<file path="src/rtl/adc_sample_averager.sv">
// ADC sample averager: accumulates 2**LOG2_N samples from one ADC channel,
// removes a fixed offset, saturates into [0, OUT_MAX] and hands the result
// downstream over a valid/ready port while tracking min/max and overruns.
//
// Handshake: out_valid is raised when a result is loaded and stays high,
// with out_data/out_clamp_* frozen, until a clock edge sees out_valid=1 and
// out_ready=1 (one transfer). out_valid never depends combinationally on
// out_ready. A result that finishes while the port is stalled is dropped and
// counted in overrun_cnt; the held result keeps its place.
module adc_sample_averager #(
  parameter logic [4:0]  CHANNEL = 5'd17,
  parameter logic [11:0] OFFSET  = 12'd3431,
  parameter int          LOG2_N  = 4,
  parameter logic [8:0]  OUT_MAX = 9'd511
) (
  input  logic        clock_in,
  input  logic        reset_n,
  input  logic        enable,
  input  logic        rsp_valid,
  input  logic [4:0]  rsp_channel,
  input  logic [11:0] rsp_data,
  input  logic        out_ready,
  output logic        out_valid,
  output logic [8:0]  out_data,
  output logic        out_clamp_lo,
  output logic        out_clamp_hi,
  output logic [8:0]  min_data,
  output logic [8:0]  max_data,
  output logic [7:0]  overrun_cnt,
  output logic        fsm_state
);

  localparam int ACC_W = 12 + LOG2_N;

  typedef enum logic {
    IDLE  = 1'b0,
    ACCUM = 1'b1
  } state_t;

  state_t              state;
  state_t              state_nx;
  logic [ACC_W-1:0]    acc;
  logic [ACC_W-1:0]    sum;
  logic [LOG2_N-1:0]   cnt;
  logic                take;
  logic                last;
  logic                new_res;
  logic                xfer;
  logic                load;
  logic [11:0]         avg;
  logic signed [13:0]  diff;
  logic [8:0]          res_data;
  logic                res_lo;
  logic                res_hi;

  assign fsm_state = state;

  // State register; reset forces IDLE.
  always_ff @(posedge clock_in) begin
    if (!reset_n) state <= IDLE;
    else          state <= state_nx;
  end

  // Next state and sample qualification. Samples are only taken while
  // ACCUM and still enabled, so a falling enable never finishes an average.
  always_comb begin
    state_nx = state;
    take     = 1'b0;
    case (state)
      IDLE: begin
        if (enable) state_nx = ACCUM;
      end
      ACCUM: begin
        if (!enable) state_nx = IDLE;
        else         take = rsp_valid && (rsp_channel == CHANNEL);
      end
      default: state_nx = IDLE;
    endcase
  end

  assign last    = &cnt;
  assign new_res = take && last;
  assign sum     = acc + ACC_W'(rsp_data);
  assign avg     = 12'(sum >> LOG2_N);
  assign diff    = $signed({2'b00, avg}) - $signed({2'b00, OFFSET});
  assign xfer    = out_valid && out_ready;
  assign load    = new_res && (!out_valid || out_ready);

  // Offset correction and saturation into the 9-bit output range.
  always_comb begin
    res_data = diff[8:0];
    res_lo   = 1'b0;
    res_hi   = 1'b0;
    if (diff < 14'sd0) begin
      res_data = 9'd0;
      res_lo   = 1'b1;
    end else if (diff > $signed({5'b00000, OUT_MAX})) begin
      res_data = OUT_MAX;
      res_hi   = 1'b1;
    end
  end

  // Accumulator and sample counter; cleared outside ACCUM, on enable loss
  // and on the final sample of each average.
  always_ff @(posedge clock_in) begin
    if (!reset_n) begin
      acc <= '0;
      cnt <= '0;
    end else if (take) begin
      if (last) begin
        acc <= '0;
        cnt <= '0;
      end else begin
        acc <= sum;
        cnt <= cnt + 1'b1;
      end
    end else if (state != ACCUM || !enable) begin
      acc <= '0;
      cnt <= '0;
    end
  end

  // Output holding register and handshake.
  always_ff @(posedge clock_in) begin
    if (!reset_n) begin
      out_valid    <= 1'b0;
      out_data     <= '0;
      out_clamp_lo <= 1'b0;
      out_clamp_hi <= 1'b0;
    end else if (load) begin
      out_valid    <= 1'b1;
      out_data     <= res_data;
      out_clamp_lo <= res_lo;
      out_clamp_hi <= res_hi;
    end else if (xfer) begin
      out_valid    <= 1'b0;
    end
  end

  // Extremes of transferred results and saturating overrun counter.
  always_ff @(posedge clock_in) begin
    if (!reset_n) begin
      min_data    <= OUT_MAX;
      max_data    <= '0;
      overrun_cnt <= '0;
    end else begin
      if (xfer) begin
        if (out_data < min_data) min_data <= out_data;
        if (out_data > max_data) max_data <= out_data;
      end
      if (new_res && !load && overrun_cnt != 8'hFF) overrun_cnt <= overrun_cnt + 8'd1;
    end
  end

endmodule
</file>
<file path="config.mk">
export PLATFORM = sky130hd
export DESIGN_NAME = adc_sample_averager
export DESIGN_NICKNAME = d
export VERILOG_FILES = /design/src/rtl/adc_sample_averager.sv
export SDC_FILE = /design/constraint.sdc
export NUM_CORES = 1
export LEC_CHECK = 0
export ABC_AREA = 1
export BUFFER_PORTS_ARGS = -buffer_cell sky130_fd_sc_hd__buf_2
export CAP_MARGIN = 0
export CORE_MARGIN = 3
export CORE_UTILIZATION = 45
export DETAILED_ROUTE_END_ITERATION = 7
export PLACE_DENSITY = 0.66
export SKIP_LAST_GASP = 1
export SYNTH_ARGS = -nofsm -noshare
export SYNTH_HDL_FRONTEND = slang
export SYNTH_SLANG_ARGS = --single-unit
</file>
<file path="constraint.sdc">
create_clock -name clock_in -period 3.3 [get_ports clock_in]
set_input_delay 0 -clock clock_in [delete_from_list [all_inputs] [get_ports clock_in]]
set_output_delay 0 -clock clock_in [all_outputs]
set_load 0.05 [all_outputs]
</file>
# --- Word level (Yosys, flattened, before mapping) ---
# Cells that the tools add are included.
op_classes:
  mul: 0
  n_eq_ne: 2
  bitwise: 1
  n_mux: 16
  shift: 0
  div: 0
  addsub: 4
  n_lt_le_gt_ge: 4
  reduce_logical: 16
ops:
  columns: ["operator", "count"]
  rows:
  - ["2-to-1 mux 16 bit", 3]
  - ["2-to-1 mux 9 bit", 2]
  - ["adder 16 x 12 -> 16 bit", 1]
  - ["greater-than comparator 13 x 10 -> 1 bit, second input constant", 1]
  - ["< comparator 13 x 1 -> 1 bit, second input constant", 1]
  - ["subtractor 12 x 12 -> 13 bit, second input constant", 1]
  - ["2-to-1 mux 4 bit", 3]
  - ["greater-than comparator 9 bit", 1]
  - ["< comparator 9 bit", 1]
  - ["adder 8 x 1 -> 8 bit, second input constant", 1]
  - ["2-to-1 mux 1 bit", 8]
  - ["inequality test 8 bit, second input constant", 1]
  - ["logical AND 1 bit", 6]
  - ["== test 5 bit, second input constant", 1]
  - ["adder 4 x 1 -> 4 bit, second input constant", 1]
  - ["AND reduction 2 bit", 2]
  - ["AND reduction 4 bit", 1]
  - ["nonzero test 2 bit", 2]
  - ["logical NOT 1 bit", 3]
  - ["logical OR 1 bit", 2]
  - ["inverter 1 bit", 1]
totals:
  latch_bits: 0
  n_memories: 0
  in_bits: 22
  rom_bits: 0
  output_inout_bits: 39
  regBits: 59
  mem_bits_rw: 0

# --- Depth between registers and ports, before layout ---
# Gate-level depths: netlist of run 1.
logic_depth:
  ltp_word: 9
  ltp_mapped: 24
  ltp_nobuf: 24

# --- Worst setup path after synthesis of run 1 ---
# No wires, ideal clock.
synth_timing:
  path_kind: "register to register"
  from: "register acc[0]"
  to: "register out_data[2]"
  slack_ns: 0.772
  setup_time_ns: 0.069
  required_time_ns: 3.231
  arrival_time_ns: 2.460
  path_stages_with_launch: 23
  synth_period_minus_slack_ns: 2.528
  cell_sequence: "dfxtp_1 ha_1 inv_1 fa_1 inv_1 nand3_1 nand2_1 nand2_1 nand2_1 inv_1 ha_1 nand3b_1 nor2_1 nand3_1 nor2_1 nand2_1 nor2_1 nand3_1 nand2_2 nand2_4 nand2_1 nand2_1 a21oi_2"
synth_between:
  elab_chain_cells: 5
  elab_cells_between_ends: 6
  classes_between: "add/sub: 2; order compare: 2; mux: 2"
synth_lines:
  columns: ["item", "line", "source"]
  rows:
  - ["from (decl)", "42", "logic [ACC_W-1:0] acc;"]
  - ["from (signal assigned)", "114", "acc <= sum;"]
  - ["adder 16 x 12 -> 16 bit *", "83", "assign sum = acc + ACC_W'(rsp_data);"]
  - ["subtractor 12 x 12 -> 13 bit *", "85", "assign diff = $signed({2'b00, avg}) - $signed({2'b00, OFFSET});"]
  - ["greater-than comparator 13 x 10 -> 1 bit", "97", "end else if (diff > $signed({5'b00000, OUT_MAX})) begin"]
  - ["2-to-1 mux 9 bit", "97", null]
  - ["2-to-1 mux 9 bit *", "94", "if (diff < 14'sd0) begin"]
  - ["to (signal assigned)", "132", "out_data <= res_data;"]
  - ["to (decl)", "24", "output logic [8:0] out_data,"]
# Mark *: on every way between the ends. The rest lies on a longest branch, timed or not.
# A chain may end at the register's enable or synchronous reset.

# --- Worst setup path after layout of run 1 ---
layout_timing:
  from: "register acc[0]"
  to: "register out_data[3]"
# Same word-level chain as after synthesis.

==> results of run 1 <==
-- registers in the layout, summed over array words and instances (netlist names) --
signal        flops
out_data          9
max_data          9
acc              16
fsm_state         1
min_data          9
overrun_cnt       8
out_valid         1
cnt               4
out_clamp_hi      1
out_clamp_lo      1
-- power breakdown --
part / leakage [nW] / switching [mW] / internal [mW]
clock network: 0.120 / 0.322 / 0.507
logic: 1.60 / 0.0721 / 0.0388
registers: 0.476 / 0.000337 / 0.712
-- synth_stat cells, types with 2 or more instances --
cell type,n,area [um2]
inv_1,76,285
nand3_2,6,60.1
ha_1,33,413
o21ai_0,28,140
clkbuf_1,11,41.3
nand4_1,2,12.5
o211ai_1,2,15.0
nand3_1,34,170
inv_2,2,7.51
a21oi_1,61,305
a31oi_1,2,12.5
dfxtp_1,59,1180
o21ai_1,3,15.0
a21o_1,2,15.0
clkinv_1,2,7.51
nor2_1,26,97.6
xor2_1,2,17.5
nor3_1,9,45.0
nand2_2,16,100
nand2_1,149,559
a221oi_1,2,17.5
a21oi_2,6,52.6
-- cells in the final DEF (no fill, tap or decap), drive strengths merged --
cell type    Yosys  routed
a211oi           1       1
a21o             2       2
a21oi           67      67
a221oi           2       2
a31oi            2       2
buf              0      63
bufinv           0       3
clkbuf          11       9
clkinv           3       5
clkinvlp         0       1
dfxtp           59      59
dlygate4sd3      0       2
fa               1       1
ha              33      33
inv             78      79
nand2          166     166
nand3           40      40
nand3b           1       1
nand4            2       2
nor2            28      28
nor3            10      10
nor3b            1       1
o211a            1       1
o211ai           2       2
o21ai           31      31
o21bai           1       1
o311ai           1       1
o31ai            1       1
o41ai            1       1
or2              2       2
xnor2            2       2
xor2             3       3
-- critical path: cells and delay by family, from the launching register on --
kind / cells / cell delay [ns]
and+or+nand+nor: 15 / 1.37
adders and majority gates: 3 / 0.71
AOI/OAI and AO/OA: 1 / 0.11
DFF: 1 / 0.33
buffers and inverters: 3 / 0.23
-- kinds of logic (layout without fill, tap and decap cells) --
| logic type | after synthesis | count (layout) | synth area share [%] |
|---|---|---|---|
| XOR/XNOR | 5 | 5 | 1.86 |
| adder cells (fa/ha/maj) | 34 | 34 | 11.5 |
| AND/OR/NAND/NOR | 250 | 250 | 29.5 |
| AO/OA/AOI/OAI | 112 | 112 | 16.6 |
| buffers and inverters | 92 | 162 | 9.21 |
| flip-flops | 59 | 59 | 31.4 |
-- final cells by class --
class,count,area (um2)
Fill cell,802,3490
Multi-Input combinational cell,401,2240
Sequential cell,59,1180
Timing Repair Buffer,65,343
Inverter,81,305
Tap cell,102,128
Clock buffer,9,124
Clock inverter,7,124
-- per-stage QoR --
step                hold WS (ns)  std cells
floorplan                 0.0935        552
global placement           0.193        706
detailed placement         0.200        706
CTS                       0.0412        724
global route              0.0828        724
finish                    0.0561        724
-- per-layer routing --
| metal | vias to the layer above | part of all wire (%) | GRT usage, % |
|---|---|---|---|
| li1 | 1929 | - | - |
| met1 | 1651 | 49 | 24.3 |
| met2 | 63 | 46 | 31.8 |
| met3 | 8 | 3.6 | 4.45 |
| met4 | 0 | 1.1 | 5.32 |
| met5 | - | 0 | 0 |
-- how the worst max path moves through the flow --
stage	endpoint	slack (ns)	startpoint
after CTS	out_data[3]	0.47	acc[0]
after global placement	out_data[5]	0.61	acc[0]
final	out_data[3]	0.47	acc[0]
after floorplan	out_data[2]	0.77	acc[0]
after detailed placement	out_data[3]	0.51	acc[0]
after global routing	out_data[3]	0.09	acc[0]
==> results.tsv, run 1 <==
metric	value	unit
fmax	0.353	GHz
worst hold path class	in -> reg	
Layout Nets	673	
Synth Warn #	0	
critical path class	reg -> reg	
IO Port Bufs	60	
Sink Count	59	
fin worst setup slack	0.470	ns
DR pass1 iterations	4	
vias in the first global route	3432	
HP Start	reset_n	
Die X	97.5	um
setup bufs post-CTS	0	
status	finished clean	
io pins	61	
dpl hpwl	6590	um
Synth Area per Inst	6.82	um2
drt wl/cell	12.1	um
CP Launch Type	flip-flop	
# H-tree levels	3	
first-pass GRT wire length	15100	um
Max-Cap Viols	0	
Final Wtd Congestion	0.820	
grt total ovfl	0	
Rel. slew slack	58.6	%
Design Power	1.65	mW
Area Overhead vs Synth	18.0	%
n_diodes	0	
die area	9500	um2
Vias	3651	
syn_nets	608	
Yosys reg bits	59	
Worst setup EP type	flip-flop	
FFs w/ async S/R, synth	0	%
FF-to-FF setup slack	0.47	ns
Synth Flop Type	dfxtp_1	
maximum vdd drop	0.220	mV
post-route ant nets	0	
fin. max-slew vios	0	
critical path fanouts, max	6	
Total GRT Usage	19.0	%
slowest CP cell	fa_1	
CTS root buf	clkbuf_8	
Final Cycle Share	85.8	%
Post-Route Utilization	56.0	%
drt via density	5.04	
core box area	7930	um2
Die H	97.5	um
CTS Hold Bufs	2	
Power Dens Cells	372	nW/um2
Final Critical Period	2.83	ns
Hold Path Stages	2	
initial core utilization	47.5	%
number of DRC markers in iteration 0	144	
Fin. Hold Viols	0	
WP data arrival	3.10	ns
Detailed Route WL	8760	um
Reg clk slew, reported paths	0.08	ns
Setup Skew	0.0127	ns
Cell Area, Placed	4170	um2
layout cell share with drive strength beyond 1	18.8	%
RR Startpoint	acc[0]	
DRC Markers	0	
row count	32	
Worst Reg-to-Reg Cells	22	
Crit path required time	3.57	ns
unrepaired setup endpoints after global routing	no	
Max stage delay on crit path	0.37	ns
Synth cell types	41	
post-synthesis cell area	3760	um2
clk_lat worst skew	0.34	ns
P_leak	2.20	nW
worst-margin pin slew	0.613	ns
Post-Layout Inst Area	4440	um2
Most common cell on crit path	nand2_1	
Setup TNS Final	0	ns
reg2reg end	out_data[3]	
worst slack at placement	0.511	ns
CTS buffer count	9	
initial antenna violation count	0	
Seq/Total Area, Yosys	31.4	%
pin count of the biggest net entering global routing	27	
Bufs on Longest Clock Path	2	
number of flops mapped to enable cells by yosys	0	
post_cts resized	0	
crit-path cells	ha_1 -> inv_1 -> fa_1 -> inv_1 -> nand3_1 -> nand2_1 -> nand2_1 -> nand2_1 -> inv_1 -> ha_1 -> nand3b_1 -> nor2_1 -> nand3_1 -> nor2_1 -> nand2_1 -> nor2_1 -> nand3_1 -> nand2_2 -> nand2_4 -> nand2_1 -> nand2_1 -> a21oi_2	
sink of the worst hold path	min_data[0]	
CTS tree	yes	
Mapped Cells	552	
Setup-failing EPs final	0	
No activity file was read; power rests on OpenSTA's default activity.
==> run 2, diff against run 1 <==
==> constraint.sdc (replaced) <==
create_clock -name clock_in -period 3.6 [get_ports clock_in]
set_input_delay 0.18 -clock clock_in [delete_from_list [all_inputs] [get_ports clock_in]]
set_output_delay 0.18 -clock clock_in [all_outputs]
set_load 0.05 [all_outputs]
==> run 2 against run 1 <==
Global-route usage shrank 0.22 points. Fmax increased by 0.71%. Critical path depth fell by 2. Critical endpoint is now out_data[5]. Power decreased by 13%.
==> results.tsv, run 2 (synthesis results as in run 1) <==
metric	value	unit	change
Sink Count	59		unchanged
drt via density	5.05		about the same
Final Wtd Congestion	0.812		-0.94%
Pint	1.09	mW	-13%
Layout Nets	671		-0.30%
setup bufs post-CTS	0		unchanged
unrepaired setup endpoints after global routing	no		
io pins	61		unchanged
maximum vdd drop	0.195	mV	-12%
clock share of power	47.5	%	-2.7 points
busiest layer in global routing	met2		
fin. max-slew vios	0		unchanged
Rel. slew slack	53.6	%	-5.0 points
max reg flops	16		unchanged
number of DRC markers in iteration 0	182		+26%
Bufs on Longest Clock Path	2		unchanged
Sw Ratio	24.0	%	+0.11 points
Design Power	1.43	mW	-13%
slowest CP cell	fa_1		
Max-Cap Viols	0		unchanged
Final Cycle Share	78.1	%	-7.7 points
grt met3 use	3.23	%	-1.2 points
initial core utilization	47.5	%	unchanged
critical path fanouts, max	6		unchanged
CTS root buf	clkbuf_8		
Reg power frac	45.6	%	+2.5 points
IO Port Bufs	60		unchanged
vias in the first global route	3407		-0.73%
worst hold path class	in -> reg		
post_cts resized	0		unchanged
Crit path required time	3.80	ns	+0.23 ns
fmax	0.356	GHz	+0.71%
dpl hpwl	6580	um	-0.17%
HP Start	enable		
Die H	97.5	um	unchanged
Fin. Hold Viols	0		unchanged
initial antenna violation count	0		unchanged
Setup Skew	0.0154	ns	+0.00274 ns
most frequent cells in the layout	nand2_1 (149), inv_1 (76), a21oi_1 (61)		
DRC Markers	0		unchanged
P_leak	2.18	nW	-0.92%
Area Overhead vs Synth	16.6	%	
critical path class	reg -> reg		
Worst setup EP type	flip-flop		
WP data arrival	3.01	ns	-0.09 ns
post-route ant nets	0		unchanged
layout cell share with drive strength beyond 1	18.7	%	-0.070 points
net switching power	0.344	mW	-13%
clk_lat worst skew	0.34	ns	about the same
first-pass GRT wire length	15000	um	-0.18%
grt total ovfl	0		unchanged
met2 Track Usage GR	30.9	%	-0.84 points
CTS tree	yes		
sink of the worst hold path	fsm_state		
die area	9500	um2	unchanged
Detailed Route WL	8690	um	-0.76%
RR Startpoint	acc[0]		
CP Launch Type	flip-flop		
status	finished clean		
reg2reg end	out_data[5]		
CTS buffer count	9		unchanged
CTS Hold Bufs	0		-2
Die X	97.5	um	unchanged
Logic pwr share	6.9	%	+0.2 points
Setup TNS Final	0	ns	unchanged
row count	32		unchanged
Worst Reg-to-Reg Cells	20		-9.1%
n_diodes	0		unchanged
Largest Register	acc		
Hold Path Stages	3		+1
Vias	3639		-0.33%
DR pass1 iterations	4		unchanged
Total GRT Usage	18.7	%	-0.22 points
crit-path cells	ha_1 -> inv_1 -> fa_1 -> inv_1 -> nand3_1 -> nand2_1 -> nand2_1 -> nand2_1 -> ha_1 -> nand3_1 -> nand3_2 -> nand3_1 -> nor2_1 -> nor2_1 -> nor2_1 -> nand2_2 -> nand2_4 -> nand2_1 -> nand2_1 -> a21oi_2		
core box area	7930	um2	unchanged
Reg clk slew, reported paths	0.07	ns	about the same
FF-to-FF setup slack	0.79	ns	+0.32 ns
Final Critical Period	2.81	ns	-0.0199 ns
drt wl/cell	12.1	um	-0.35%
met1 Usage GRT	24.9	%	+0.58 points
pin count of the biggest net entering global routing	22		-19%
Most common cell on crit path	nand2_1		
Power Dens Cells	327	nW/um2	-12%
most common cell after layout, fill and taps aside	nand2_1		
Setup-failing EPs final	0		unchanged
# H-tree levels	3		unchanged
Max stage delay on crit path	0.37	ns	about the same
worst-margin pin slew	0.695	ns	+0.0823 ns
==> run 2: changes by cell type in the layout (fill, tap and decap cells not counted), sizes merged <==
cell / previous run / this run
inv: 79 / 78
dlygate4sd3: 2 / 0
clkbuf: 9 / 10
bufinv: 3 / 2
==> run 2: how the worst max path moves through the flow <==
stage | from | endpoint | slack (ns) | cells past startpoint
6_report | acc[0] | out_data[5] | 0.79 | 20
5_1_grt | acc[0] | out_data[5] | 0.34 | 22
4_1_cts | acc[0] | out_data[5] | 0.77 | 20
3_5_place_dp | acc[0] | out_data[5] | 0.79 | 20
3_3_place_gp | acc[0] | out_data[5] | 0.90 | 22
2_1_floorplan | acc[0] | out_data[2] | 1.07 | 22
==> run 2: worst max-delay path, delay by kind of cell, from the launching register on <==
kind	cells	cell delay, ns
flops	1	0.33
fa+ha+maj	3	0.73
buf+inv	2	0.13
compound gates	1	0.05
simple gates	14	1.43
==> run 2: area by class of cell <==
type	instances	area, um2
flip-flops and latches	59	1180
multi-input cells	401	2240
well taps	102	128
inverters	81	305
clock buffers	10	138
fillers	798	3540
clock inverters	5	77.6
repair buffers	63	323
==> run 2: metrics by stage <==
| step | std cells | hold WS [ns] | setup WS (ns) | utilization (%) | instance area, um2 |
|---|---|---|---|---|---|
| floorplan | 552 | 0.273 | 1.07 | - | 3760 |
| global placement | 706 | 0.374 | 0.899 | 52.7 | 4170 |
| detailed placement | 706 | 0.378 | 0.790 | 52.7 | 4170 |
| CTS | 721 | 0.0218 | 0.774 | 55.4 | 4390 |
| global route | 721 | 0.0428 | 0.345 | 55.4 | 4390 |
| finish | 721 | 0.0314 | 0.790 | 55.4 | 4390 |
==> run 2: metal layers <==
metal | up-vias | routed length (um)
li1 | 1930 | -
met1 | 1632 | 4260
met3 | 11 | 355
met4 | 0 | 103
met2 | 66 | 3980
met5 | - | 0
==> run 2: power groups by stage <==
stage / combinational (mW) / sequential (mW) / clock (mW)
3_3_place_gp: 0.0976 / 0.668 / 0
4_1_cts: 0.0997 / 0.653 / 0.695
3_5_place_dp: 0.0989 / 0.668 / 0
6_report: 0.0993 / 0.653 / 0.681
2_1_floorplan: 0.0685 / 0.670 / 0
5_1_grt: 0.114 / 0.653 / 0.724
